<file path="src/rtl/uart_tx_scheduler.sv">
// Shares one UART transmitter between move, setup and board-dump sources.
// Fixed priority setup > move > dump chunk, re-evaluated at every frame boundary.
module uart_tx_scheduler #(
  parameter int unsigned FRAME_W = 16
) (
  input  logic               clk,
  input  logic               reset,
  input  logic               move_req,
  input  logic [11:0]        move_packet,
  input  logic               setup_req,
  input  logic [13:0]        setup_data,
  input  logic               dump_req,
  input  logic [255:0]       board_flat,
  output logic [FRAME_W-1:0] tx_data,
  output logic               tx_valid,
  input  logic               tx_ready,
  output logic               busy,
  output logic               move_sent,
  output logic               dump_done,
  output logic               overrun
);

  typedef enum logic {StIdle, StSend} state_e;
  typedef enum logic [1:0] {SrcMove, SrcSetup, SrcDump} src_e;

  state_e               state_q, state_d;
  src_e                 src_q, src_d;
  logic                 move_pend_q, move_pend_d;
  logic [11:0]          move_data_q, move_data_d;
  logic                 setup_pend_q, setup_pend_d;
  logic [13:0]          setup_data_q, setup_data_d;
  logic                 dump_active_q, dump_active_d;
  logic [255:0]         snap_q, snap_d;
  logic [4:0]           chunk_q, chunk_d;
  logic [FRAME_W-1:0]   tx_data_q, tx_data_d;
  logic                 tx_valid_q, tx_valid_d;
  logic                 move_sent_q, move_sent_d;
  logic                 dump_done_q, dump_done_d;
  logic                 overrun_q, overrun_d;
  logic                 grant_move, grant_setup;
  logic [7:0]           dump_byte;
  logic [FRAME_W-1:0]   dump_frame;

  // Chunk k covers squares 2k (low nibble) and 2k+1 (high nibble) of the snapshot.
  assign dump_byte  = snap_q[{chunk_q, 3'b000} +: 8];
  assign dump_frame = {2'b01, chunk_q, 1'b0, dump_byte[3:0], dump_byte[7:4]};

  always_comb begin
    state_d       = state_q;
    src_d         = src_q;
    move_pend_d   = move_pend_q;
    move_data_d   = move_data_q;
    setup_pend_d  = setup_pend_q;
    setup_data_d  = setup_data_q;
    dump_active_d = dump_active_q;
    snap_d        = snap_q;
    chunk_d       = chunk_q;
    tx_data_d     = tx_data_q;
    tx_valid_d    = tx_valid_q;
    move_sent_d   = 1'b0;
    dump_done_d   = 1'b0;
    overrun_d     = overrun_q;
    grant_move    = 1'b0;
    grant_setup   = 1'b0;

    unique case (state_q)
      StIdle: begin
        if (setup_pend_q) begin
          tx_data_d    = {2'b10, setup_data_q};
          tx_valid_d   = 1'b1;
          setup_pend_d = 1'b0;
          grant_setup  = 1'b1;
          src_d        = SrcSetup;
          state_d      = StSend;
        end else if (move_pend_q) begin
          tx_data_d   = {4'b0000, move_data_q};
          tx_valid_d  = 1'b1;
          move_pend_d = 1'b0;
          grant_move  = 1'b1;
          src_d       = SrcMove;
          state_d     = StSend;
        end else if (dump_active_q) begin
          tx_data_d  = dump_frame;
          tx_valid_d = 1'b1;
          src_d      = SrcDump;
          state_d    = StSend;
        end
      end
      StSend: begin
        if (tx_ready) begin
          tx_valid_d = 1'b0;
          state_d    = StIdle;
          if (src_q == SrcMove) begin
            move_sent_d = 1'b1;
          end
          if (src_q == SrcDump) begin
            chunk_d = chunk_q + 5'd1;
            if (chunk_q == 5'd31) begin
              dump_active_d = 1'b0;
              dump_done_d   = 1'b1;
            end
          end
        end
      end
      default: state_d = StIdle;
    endcase

    // New requests win over the grant-time clear so a same-edge request re-arms the slot.
    if (move_req) begin
      move_pend_d = 1'b1;
      move_data_d = move_packet;
      if (move_pend_q && !grant_move) begin
        overrun_d = 1'b1;
      end
    end
    if (setup_req) begin
      setup_pend_d = 1'b1;
      setup_data_d = setup_data;
      if (setup_pend_q && !grant_setup) begin
        overrun_d = 1'b1;
      end
    end
    if (dump_req && !dump_active_q) begin
      snap_d        = board_flat;
      chunk_d       = 5'd0;
      dump_active_d = 1'b1;
    end
  end

  always_ff @(posedge clk or posedge reset) begin
    if (reset) begin
      state_q       <= StIdle;
      src_q         <= SrcMove;
      move_pend_q   <= 1'b0;
      move_data_q   <= '0;
      setup_pend_q  <= 1'b0;
      setup_data_q  <= '0;
      dump_active_q <= 1'b0;
      snap_q        <= '0;
      chunk_q       <= '0;
      tx_data_q     <= '0;
      tx_valid_q    <= 1'b0;
      move_sent_q   <= 1'b0;
      dump_done_q   <= 1'b0;
      overrun_q     <= 1'b0;
    end else begin
      state_q       <= state_d;
      src_q         <= src_d;
      move_pend_q   <= move_pend_d;
      move_data_q   <= move_data_d;
      setup_pend_q  <= setup_pend_d;
      setup_data_q  <= setup_data_d;
      dump_active_q <= dump_active_d;
      snap_q        <= snap_d;
      chunk_q       <= chunk_d;
      tx_data_q     <= tx_data_d;
      tx_valid_q    <= tx_valid_d;
      move_sent_q   <= move_sent_d;
      dump_done_q   <= dump_done_d;
      overrun_q     <= overrun_d;
    end
  end

  assign tx_data   = tx_data_q;
  assign tx_valid  = tx_valid_q;
  assign move_sent = move_sent_q;
  assign dump_done = dump_done_q;
  assign overrun   = overrun_q;
  assign busy      = move_pend_q | setup_pend_q | dump_active_q | (state_q == StSend);

endmodule

</file>
<file path="config.mk">
export PLATFORM = sky130hd
export DESIGN_NAME = uart_tx_scheduler
export DESIGN_NICKNAME = d
export VERILOG_FILES = /design/src/rtl/uart_tx_scheduler.sv
export SDC_FILE = /design/constraint.sdc
export NUM_CORES = 1
export LEC_CHECK = 0
export BUFFER_PORTS_ARGS = -buffer_cell sky130_fd_sc_hd__buf_2
export CAP_MARGIN = 10
export CORE_MARGIN = 4
export CORE_UTILIZATION = 55
export CTS_CLUSTER_DIAMETER = 100
export DETAILED_ROUTE_END_ITERATION = 10
export HOLD_SLACK_MARGIN = 0.1
export MAX_ROUTING_LAYER = met4
export PLACE_DENSITY = 0.81
export SLEW_MARGIN = 25
export SYNTH_ARGS = -nofsm -noshare
export SYNTH_HDL_FRONTEND = slang
export SYNTH_SLANG_ARGS = --single-unit
</file>
<file path="constraint.sdc">
create_clock -name clk -period 10.4 [get_ports clk]
set_input_delay 0.52 -clock clk [delete_from_list [all_inputs] [get_ports clk]]
set_output_delay 0.52 -clock clk [all_outputs]
set_load 0.01 [all_outputs]
</file>
==> insert_results.sql, run 1 <==
INSERT INTO impl_metrics (metric_group, metric, value, unit) VALUES
('status', 'outcome', 'complete, no violations', ''),
('timing', 'finalCritPeriodShare', '0.307', ''),
('place', 'post_dp_cell_area', '15700', 'um2'),
('layout', 'finalNetCount', '1538', ''),
('place', 'routabilityCongestion', '0.845', ''),
('worst_setup_path', 'crit_family', 'multiplexers', ''),
('routing', 'route.detailed.vias_per_inst', '5.76', ''),
('die', 'start_util', '0.558', ''),
('layout', 'layout-area-overhead-vs-synth', '20.6', '%'),
('worst_setup_path', 'reg2reg_to', 'tx_data[6]$_DFFE_PP0P_', ''),
('synth', 'yosysUniqueCellTypes', '44', ''),
('clock_tree', 'cts-buffers-inserted', '34', ''),
('clock_tree', 'cts.reportedPaths.clkPinSlew', '0.06', 'ns'),
('synth', 'synth.mux.area_fraction', '0.331', ''),
('run', 'max_cap_viol_count', '0', ''),
('die', 'design.portCount', '309', ''),
('worst_setup_path', 'critical_path.startpoint_type', 'flop', ''),
('routing', 'routed-via-count', '9304', ''),
('synth', 'synth_seq_area_share', '0.556', ''),
('timing', 'worst_pin_slew', '1.05', 'ns'),
('clock_tree', 'clock_latency', '0.50', 'ns'),
('routing', 'finalWirelength', '36300', 'um'),
('synth', 'yosys.cell_count.top_type', 'dfrtp_1', ''),
('place', 'detailedPlace.worstSlack', '7.21', 'ns'),
('worst_setup_path', 'critical_path_depth', '6', ''),
('synth', 'synth-edff-count', '0', ''),
('timing', 'timing.fmax', '0.313', 'GHz'),
('worst_setup_path', 'critical_path_source', 'chunk_q[0]$_DFFE_PP0P_', ''),
('worst_setup_path', 'rrSetupSlack', '7.21', 'ns'),
('synth', 'yosys_register_bits', '311', ''),
('synth', 'synth_adder_area_share', '0.00179', ''),
('layout', 'share_of_final_layout_standard_cells_stronger_than_drive_strength_1', '0.402', ''),
('worst_setup_path', 'rr_startpoint', 'chunk_q[0]$_DFFE_PP0P_', ''),
('layout', 'finalCoreUtilization', '0.672', ''),
('global_routing', 'grt_start_max_net_pins', '196', ''),
('synth', 'postSynthCellCount', '962', ''),
('synth', 'synth_area_per_cell', '14.6', 'um2'),
('worst_setup_path', 'worst_reg_to_reg_path_cell_count', '6', ''),
('die', 'die-area', '28100', 'um2'),
('die', 'num_rows', '58', ''),
('worst_setup_path', 'timing.critical_path.to', 'tx_data[6]$_DFFE_PP0P_', ''),
('timing', 'timing.final.max_slew_violations', '0', ''),
('pwr', 'leakage', '7.34', 'nW'),
('place', 'buffer_ports.inserted', '308', ''),
('synth', 'synth.cell_area', '14000', 'um2'),
('routing', 'detailedRoute.firstIterationViolations', '737', ''),
('layout', 'design_area', '16900', 'um2'),
('synth', 'synth.yosys.warnings', '0', ''),
('hold_path', 'hold_path_startpoint', 'board_flat[121]', ''),
('global_routing', 'grt_antenna_before_repair', '16', ''),
('synth', 'dominant_combinational_cell_family_by_area_after_synthesis', 'multiplexers', ''),
('clock_tree', 'cts.htree.levels', '2', ''),
('synth', 'synth-main-ff-cell', 'dfrtp_1', ''),
('timing', 'final_period_minus_worst_setup_slack', '3.19', 'ns'),
('synth', 'yosysTopAreaCell', 'dfrtp_1', ''),
('routing', 'drt_drc_violations_left', '0', ''),
('routing', 'wl_per_cell', '22.5', 'um'),
('place', 'dp_cells', '1541', ''),
('worst_setup_path', 'timing.critical_path.slowest_stage_cell', 'buf_4', ''),
('synth', 'basic_gate_share_of_the_synthesized_area_counting_and_or_nand_and_nor_cells', '0.0256', ''),
('clock_tree', 'cts_sinks', '311', ''),
('global_routing', 'overflow', '0', ''),
('routing', 'dr.pass1.iters', '5', ''),
('synth', 'postSynth.asyncResetShare', '1.00', ''),
('timing', 'worst_slew_margin_rel', '0.299', ''),
('global_routing', 'first_global_vias', '9690', ''),
('worst_setup_path', 'required', '10.77', 'ns'),
('clock_tree', 'postCtsSetupRepairBufs', '0', ''),
('worst_setup_path', 'cp_max_fo', '48', ''),
('worst_setup_path', 'crit_arrival', '3.56', 'ns'),
('timing', 'rsz_0062_raised_after_global_routing', 'no', '');
worst min-delay path by stage:
| stage | end | depth (start not counted) |
|---|---|---|
| 6_report | snap_q[121]$_DFFE_PP0P_ | 2 |
| 5_1_grt | snap_q[116]$_DFFE_PP0P_ | 2 |
| 4_1_cts | snap_q[121]$_DFFE_PP0P_ | 2 |
| 3_5_place_dp | snap_q[118]$_DFFE_PP0P_ | 1 |
| 3_3_place_gp | tx_valid$_DFFE_PP0P_ | 2 |
| 2_1_floorplan | snap_q[112]$_DFFE_PP0P_ | 1 |
power by group:
group / switching [mW] / total [mW] / internal (mW)
sequential: 0.235 / 1.86 / 1.62
combinational: 0.358 / 0.819 / 0.461
clock: 0.471 / 1.20 / 0.733
total: 1.06 / 3.88 / 2.81
metrics by stage:
step / hold WS (ns) / power (mW)
after floorplan: 0.452 / 2.38
after global placement: 0.455 / 2.64
after detailed placement: 0.471 / 2.69
after CTS: 0.208 / 3.91
after global routing: 0.216 / 4.08
final: 0.222 / 3.88
cell type report:
class | instances | area [um2] | area share
Tap cell | 330 | 413 | 0.0245
Timing Repair Buffer | 320 | 1670 | 0.0992
Antenna cell | 15 | 37.5 | 0.00222
Clock inverter | 7 | 87.6 | 0.00519
Multi-Input combinational cell | 577 | 5820 | 0.345
Clock buffer | 52 | 1030 | 0.0612
Sequential cell | 311 | 7790 | 0.461
Inverter | 4 | 22.5 | 0.00133
layout by cell type, fill, tap and decap left out, types with 3 or more instances in the layout:
cell / Yosys / final
mux2_2: 110 / 110
a22oi_1: 13 / 13
a21oi_1: 5 / 5
buf_2: 28 / 308
clkbuf_1: 20 / 10
nor3_1: 5 / 5
a21o_1: 4 / 4
dfrtp_1: 311 / 309
nor2_1: 33 / 33
o221ai_1: 10 / 10
clkinv_2: 0 / 4
a2111oi_2: 4 / 4
a221oi_1: 21 / 21
clkbuf_8: 0 / 5
mux2i_1: 91 / 91
and3_1: 3 / 3
diode_2: 0 / 15
clkbuf_16: 0 / 37
o21ai_0: 5 / 5
o21ai_1: 3 / 3
a22o_1: 12 / 12
mux4_2: 20 / 20
and2_1: 3 / 3
inv_1: 4 / 3
a221o_1: 3 / 3
buf_4: 3 / 7
nand2_1: 17 / 17
o22ai_1: 7 / 7
mux2_1: 180 / 180
nor2b_1: 6 / 5
nand2b_1: 4 / 4
registers in the layout, summed over array words and instances (netlist names):
name and cells:
snap_q 256, tx_data 15, setup_data_q 14, move_data_q 12, chunk_q 5, dump_active_q 1, dump_done 1, move_pend_q 1
move_sent 1, overrun 1, setup_pend_q 1, src_q 1, state_q 1, tx_valid 1
layer usage:
metal | global-route usage | wire length (um)
met1 | 0.339 | 14600
met2 | 0.414 | 17900
met3 | 0.0472 | 2460
met4 | 0.107 | 1390
met5 | - | 0
cells by family (layout without fill, tap and decap cells):
group	Yosys count	count (layout)
and+or+nand+nor	77	77
DFF	311	311
xor gates and xnor gates	3	3
adders and majority gates	2	2
buffers and inverters	74	383
other	0	15
muxes	401	401
AOI/OAI and AO/OA	94	94
what timing repair did:
| action | in CTS | in global routing |
|---|---|---|
| hold endpoints to repair | 28 | 0 |
| gates resized for setup | 0 | 0 |
| hold buffers | 1 | 0 |
No activity file was read; power rests on OpenSTA's default activity.
==> run 2: changes to the inputs <==
clock period = 3.33 ns   (was 10.4 ns; I/O delays follow)
==> run 2 against run 1 <==
Routed wire length grew 30%. Non-clock buffer count grew 291. Final cell count grew 17%. Die area is the same. Flip-flop and latch count is the same. Sequential share of layout area shrank 6.7 points. Setup slack lost 6.3 ns. First-iteration DRC count grew 23%. Combinational power grew to 3.7 times the previous value. Clock skew grew 0.011 ns. Critical path depth shrank 1. Largest cell class unchanged.
==> insert_results.sql, run 2 (same netlist as run 1, synthesis figures left out) <==
INSERT INTO impl_metrics (metric_group, metric, value, unit) VALUES
('pwr', 'power.net_switching', '3.77', 'mW'),
('routing', 'detailedRoute.firstIterationViolations', '903', ''),
('clock_tree', 'postCtsSetupRepairBufs', '0', ''),
('global_routing', 'grt_start_max_net_pins', '160', ''),
('status', 'outcome', 'complete, no violations', ''),
('timing', 'final_period_minus_worst_setup_slack', '2.43', 'ns'),
('routing', 'topRoutingLayerUsed', 'met4', ''),
('timing', 'worst_slew_margin_rel', '0.350', ''),
('layout', 'layout-area-overhead-vs-synth', '41.2', '%'),
('routing', 'detailroute.wirelength.met3', '3000', 'um'),
('routing', 'dr.pass1.iters', '5', ''),
('place', 'routabilityCongestion', '0.936', ''),
('worst_setup_path', 'crit_family', 'multiplexers', ''),
('timing', 'timing.final.max_slew_violations', '0', ''),
('die', 'num_rows', '58', ''),
('clock_tree', 'clock_tree.root_cell', 'clkbuf_16', ''),
('clock_tree', 'cts.htree.levels', '2', ''),
('layout', 'flip_flop_count_of_the_largest_register_all_copies_and_words_added', '256', ''),
('timing', 'finalCritPeriodShare', '0.730', ''),
('layout', 'most-common-layout-cells', 'dfrtp_1, buf_2, dlygate4sd3_1', ''),
('worst_setup_path', 'cp_max_fo', '35', ''),
('clock_tree', 'cts-buffers-inserted', '34', ''),
('timing', 'timing.fmax', '0.411', 'GHz'),
('die', 'die_y', '168', 'um'),
('global_routing', 'first_pass_grt_wire_length', '71700', 'um'),
('timing', 'worst_pin_slew', '0.976', 'ns'),
('clock_tree', 'cts.reportedPaths.clkPinSlew', '0.06', 'ns'),
('worst_setup_path', 'crit_path_end_kind', 'flop', ''),
('pwr', 'power.combinational.fraction', '0.237', ''),
('routing', 'routed-via-count', '11009', ''),
('worst_setup_path', 'timing.critical_path.slowest_stage_cell', 'dfrtp_4', ''),
('global_routing', 'grt_antenna_before_repair', '7', ''),
('timing', 'finalHoldWorstSlack', '0.138', 'ns'),
('layout', 'layout.cells.most_common', 'dfrtp_1', ''),
('worst_setup_path', 'critical_path.startpoint_type', 'flop', ''),
('pwr', 'power_density', '644', 'nW/um2'),
('die', 'design.portCount', '309', ''),
('worst_setup_path', 'crit_arrival', '2.79', 'ns'),
('die', 'start_util', '0.558', ''),
('clock_tree', 'number_of_buffers_on_the_longest_clock_path', '3', ''),
('worst_setup_path', 'required', '3.69', 'ns'),
('routing', 'drt_drc_violations_left', '0', ''),
('pwr', 'p_int', '8.96', 'mW'),
('pwr', 'sequentialPowerShare', '0.468', ''),
('place', 'buffer_ports.inserted', '308', ''),
('clock_tree', 'tritoncts_clock_tree', 'yes', ''),
('layout', 'design_area', '19800', 'um2'),
('pwr', 'power_switching_share', '0.296', ''),
('layout', 'share_of_final_layout_standard_cells_stronger_than_drive_strength_1', '0.331', ''),
('global_routing', 'overflow', '0', ''),
('die', 'chipWidth', '168', 'um'),
('pwr', 'leakage', '8.55', 'nW'),
('routing', 'route.detailed.vias_per_inst', '5.80', ''),
('worst_setup_path', 'worstPathCellList', 'buf_12 -> mux4_2 -> mux2_2 -> o221ai_1 -> o22ai_1', ''),
('routing', 'post_detailed_route_count_of_antenna_violating_nets', '0', ''),
('worst_setup_path', 'max_stage_delay', '0.81', 'ns'),
('layout', 'instances_no_fill', '1898', ''),
('routing', 'finalWirelength', '47300', 'um'),
('timing', 'skew', '0.0203', 'ns'),
('run', 'max_cap_viol_count', '0', ''),
('pwr', 'clock_power_share', '0.295', ''),
('timing', 'final-setup-viol-count', '0', ''),
('routing', 'dr_wl_met2', '24900', 'um'),
('place', 'dp_cells', '1549', ''),
('global_routing', 'global_router_s_overall_resource_usage', '0.344', ''),
('hold_path', 'hp-class', 'in2reg', ''),
('die', 'die-area', '28100', 'um2'),
('place', 'dp_hpwl', '27700', 'um'),
('worst_setup_path', 'crit_type', 'reg2reg', ''),
('timing', 'rsz_0062_raised_after_global_routing', 'no', ''),
('global_routing', 'first_global_vias', '12109', ''),
('routing', 'wl_per_cell', '24.9', 'um'),
('layout', 'largest_register', 'snap_q', ''),
('place', 'post_dp_cell_area', '15800', 'um2'),
('die', 'coreArea', '25100', 'um2'),
('routing', 'm1WireLength', '16900', 'um'),
('pwr', 'vdd_drop_max', '0.467', 'mV'),
('clock_tree', 'clock_latency', '0.52', 'ns'),
('clock_tree', 'cts_sinks', '311', ''),
('worst_setup_path', 'critical_path.n_buffers_inverters', '1', ''),
('layout', 'finalNetCount', '1829', ''),
('timing', 'final-hold-violation-count', '0', '');
-- run 2: path summary, 6_finish.rpt --
kind	start	to	slack, ns	cells after the start
worst max-delay path	chunk_q[0]$_DFFE_PP0P_	tx_data[7]$_DFFE_PP0P_	0.90	5
worst min-delay path	setup_req	setup_pend_q$_DFFE_PP0P_	0.14	2
worst max register to register	chunk_q[0]$_DFFE_PP0P_	tx_data[7]$_DFFE_PP0P_	0.90	5
worst min register to register	tx_valid$_DFFE_PP0P_	tx_valid$_DFFE_PP0P_	0.48	2
max in group asynchronous	reset	snap_q[255]$_DFFE_PP0P_	1.94	4
min in group asynchronous	reset	snap_q[202]$_DFFE_PP0P_	0.40	3
-- run 2: area by class of cell --
| class | count | area, um2 |
|---|---|---|
| sequential | 311 | 7790 |
| multi-input combinational | 577 | 5820 |
| fill | 1426 | 5350 |
| timing repair buffer | 611 | 4610 |
| clock buffer | 50 | 992 |
| tap | 330 | 413 |
| clock inverter | 7 | 91.3 |
| antenna | 8 | 20.0 |
| inverter | 4 | 18.8 |
-- run 2: power groups by stage --
stage                     registers, mW  logic [mW]  clock network [mW]
after floorplan                    5.55        1.89                   0
after global placement             5.84        2.54                   0
after detailed placement           5.89        2.61                   0
after CTS                          5.84        2.90                3.74
after global routing               6.05        3.22                3.95
final                              5.96        3.01                3.75
-- run 2: layer usage --
layer  vias up  GRT usage
met1      5534      0.391
li1       4721          -
met2       577      0.597
met4         0      0.163
met3       177     0.0543
met5         -          -
-- run 2: metrics by stage --
stage | utilization | TNS [ns] | worst slack [ns] | total power, mW
after detailed placement | 0.630 | 0 | 0.920 | 8.51
after floorplan | - | -303.98 | -0.977 | 7.44
final | 0.787 | 0 | 0.899 | 12.7
after global placement | 0.630 | 0 | 0.953 | 8.38
after global routing | 0.787 | 0 | 0.750 | 13.2
after CTS | 0.786 | 0 | 0.898 | 12.5
-- run 2: timing repair --
action | CTS | global route
setup endpoints to repair | 0 | 0
gates resized for setup | 0 | 0
hold endpoints to repair | 317 | 0
hold buffers | 284 | 0
==> run 3: changes to the inputs <==
CORE_UTILIZATION = 49   (was 55)
PLACE_DENSITY = 0.76   (was 0.81)
clock period = 2.15 ns   (was 3.33 ns; I/O delays follow)
==> run 3 against run 2 <==
Final cell count is 4.4% higher. Largest cell class unchanged. Register-to-register slack got worse by 0.83 ns. Combinational power rose by 60%. Critical path type unchanged. Largest power group unchanged.
==> insert_results.sql, run 3 (same netlist as run 1, synthesis figures left out) <==
INSERT INTO impl_metrics (metric_group, metric, value, unit) VALUES
('pwr', 'leakage', '8.81', 'nW'),
('worst_setup_path', 'crit_type', 'reg2reg', ''),
('pwr', 'sequentialPowerShare', '0.462', ''),
('timing', 'finalHoldWorstSlack', '0.201', 'ns'),
('timing', 'finalCritPeriodShare', '0.966', ''),
('worst_setup_path', 'timing.critical_path.slowest_stage_cell', 'dfrtp_4', ''),
('run', 'max_cap_viol_count', '0', ''),
('timing', 'timing.final.max_slew_violations', '0', ''),
('worst_setup_path', 'crit_arrival', '2.51', 'ns'),
('layout', 'regArea', '7790', 'um2'),
('die', 'die_y', '177', 'um'),
('routing', 'finalWirelength', '48100', 'um'),
('worst_setup_path', 'worstPathCellList', 'buf_16 -> buf_12 -> mux2i_1 -> a22o_1 -> a221oi_1 -> o221ai_1 -> o22ai_1', ''),
('layout', 'multiInputGateArea', '5900', 'um2'),
('layout', 'layout-area-overhead-vs-synth', '44.9', '%'),
('pwr', 'power_switching_share', '0.297', ''),
('timing', 'final_period_minus_worst_setup_slack', '2.08', 'ns'),
('die', 'chipWidth', '177', 'um'),
('routing', 'route.detailed.vias_per_inst', '5.53', ''),
('global_routing', 'grt_start_max_net_pins', '124', ''),
('timing', 'rsz_0062_raised_after_global_routing', 'no', ''),
('place', 'buffer_ports.inserted', '308', ''),
('worst_setup_path', 'required', '2.58', 'ns'),
('layout', 'filler_cell_count', '1719', ''),
('routing', 'detailedRoute.firstIterationViolations', '793', ''),
('worst_setup_path', 'crit_family', 'compound AO/OA/AOI/OAI gates', ''),
('pwr', 'fin_total_pwr', '20.0', 'mW'),
('timing', 'final-setup-viol-count', '0', ''),
('clock_tree', 'tritoncts_clock_tree', 'yes', ''),
('timing', 'timing.fmax', '0.482', 'GHz'),
('clock_tree', 'clock_tree.root_cell', 'clkbuf_16', ''),
('clock_tree', 'cts-buffers-inserted', '34', ''),
('worst_setup_path', 'max_stage_delay', '0.53', 'ns'),
('routing', 'wl_per_cell', '24.3', 'um'),
('timing', 'final-hold-violation-count', '0', ''),
('die', 'coreArea', '28000', 'um2'),
('timing', 'worst_pin_slew', '0.702', 'ns'),
('global_routing', 'global_router_s_overall_resource_usage', '0.312', ''),
('pwr', 'power.combinational.fraction', '0.240', ''),
('clock_tree', 'clock_latency', '0.52', 'ns'),
('die', 'num_rows', '61', ''),
('pwr', 'power_density', '988', 'nW/um2'),
('pwr', 'clock_power_share', '0.298', ''),
('worst_setup_path', 'cp_max_fo', '41', ''),
('worst_setup_path', 'critical_path.n_buffers_inverters', '2', ''),
('worst_setup_path', 'critical_path.startpoint_type', 'flop', ''),
('hold_path', 'hp-class', 'in2reg', ''),
('place', 'dp_hpwl', '29500', 'um'),
('timing', 'skew', '0.0168', 'ns'),
('clock_tree', 'cts.htree.levels', '2', ''),
('global_routing', 'first_global_vias', '12346', ''),
('die', 'start_util', '0.500', ''),
('global_routing', 'overflow', '0', ''),
('layout', 'largest_register', 'snap_q', ''),
('status', 'outcome', 'complete, no violations', ''),
('routing', 'dr.pass1.iters', '5', ''),
('routing', 'routed-via-count', '10964', ''),
('pwr', 'vdd_drop_max', '0.656', 'mV'),
('layout', 'share_of_final_layout_standard_cells_stronger_than_drive_strength_1', '0.355', ''),
('layout', 'flip_flop_count_of_the_largest_register_all_copies_and_words_added', '256', ''),
('pwr', 'power.net_switching', '5.95', 'mW'),
('routing', 'drt_drc_violations_left', '0', ''),
('die', 'design.portCount', '309', ''),
('pwr', 'p_int', '14.1', 'mW'),
('layout', 'finalNetCount', '1863', ''),
('clock_tree', 'number_of_buffers_on_the_longest_clock_path', '3', ''),
('global_routing', 'grt_antenna_before_repair', '6', ''),
('worst_setup_path', 'crit_path_end_kind', 'flop', ''),
('die', 'die-area', '31300', 'um2'),
('layout', 'most-common-layout-cells', 'dfrtp_1, buf_2, dlygate4sd3_1', ''),
('timing', 'worst_slew_margin_rel', '0.532', ''),
('place', 'routabilityCongestion', '0.924', ''),
('clock_tree', 'cts_sinks', '311', ''),
('routing', 'post_detailed_route_count_of_antenna_violating_nets', '0', ''),
('global_routing', 'first_pass_grt_wire_length', '72200', 'um'),
('layout', 'layout.cells.most_common', 'dfrtp_1', ''),
('clock_tree', 'cts.reportedPaths.clkPinSlew', '0.06', 'ns');
run 3: cell count changes in the layout (fill, tap and decap cells not counted), moves of 4 or more:
cell      previous run  this run
buf_12               7        12
clkinv_2             3         9
mux2i_1             91        87
buf_4               12        37
a221oi_1            21        16
clkbuf_1             9         5
a221oi_2             1         6
run 3: path summary, 6_finish.rpt:
check	start	to	slack, ns	cells past startpoint
setup / recovery	chunk_q[0]$_DFFE_PP0P_	tx_data[3]$_DFFE_PP0P_	0.07	7
hold / removal	dump_req	chunk_q[4]$_DFFE_PP0P_	0.20	4
setup reg to reg	chunk_q[0]$_DFFE_PP0P_	tx_data[3]$_DFFE_PP0P_	0.07	7
hold reg to reg	snap_q[126]$_DFFE_PP0P_	snap_q[126]$_DFFE_PP0P_	0.48	1
max in group asynchronous	reset	snap_q[26]$_DFFE_PP0P_	1.16	4
min in group asynchronous	reset	snap_q[87]$_DFFE_PP0P_	0.31	4
run 3: layout make-up:
| cell class | instances | share of cell area |
|---|---|---|
| well taps | 378 | 0.0233 |
| flip-flops and latches | 311 | 0.384 |
| clock buffers | 45 | 0.0475 |
| diodes | 6 | 0.000740 |
| clock inverters | 15 | 0.00789 |
| multi-input cells | 577 | 0.291 |
| repair buffers | 645 | 0.245 |
| inverters | 4 | 0.000925 |
run 3: worst reg2reg max path: stages, from the launching register on:
cell and delay, ns:
dfrtp_4 0.53, buf_16 0.23, buf_12 0.20, mux2i_1 0.14, a22o_1 0.23, a221oi_1 0.30
o221ai_1 0.22, o22ai_1 0.16
run 3: timing repair:
action / in CTS / in global routing
setup endpoints to repair: 2 / 5
cloned: 0 / 1
gates resized for setup: 2 / 12
endpoints found under the hold margin: 598 / 0
setup buffers: 0 / 3
hold buffers: 286 / 0
pin swaps: 0 / 4
run 3: per-layer routing:
| metal | GRT usage | wire (um) | up-vias |
|---|---|---|---|
| met5 | - | 0 | - |
| met3 | 0.0470 | 2650 | 163 |
| li1 | - | - | 4781 |
| met1 | 0.361 | 17900 | 5505 |
| met4 | 0.134 | 2400 | 0 |
| met2 | 0.545 | 25100 | 515 |
run 3: power groups by stage:
stage	sequential [mW]	combinational, mW	clock, mW
floorplan	8.60	2.92	0
global placement	9.17	3.95	0
detailed placement	9.23	4.11	0
CTS	9.14	4.55	5.96
global route	9.40	5.19	6.28
finish	9.25	4.81	5.98
run 3: stage by stage:
stage / setup TNS, ns / util / instance area, um2 / cells / worst slack (ns)
after floorplan: -652.61 / - / 14000 / 962 / -2.10
after global placement: 0 / 0.576 / 16100 / 1625 / 0.0307
after detailed placement: 0 / 0.576 / 16100 / 1625 / 0.00326
after CTS: 0 / 0.719 / 20100 / 1971 / 0.0227
after global routing: 0 / 0.724 / 20300 / 1981 / 0.0000502
final: 0 / 0.724 / 20300 / 1981 / 0.0738
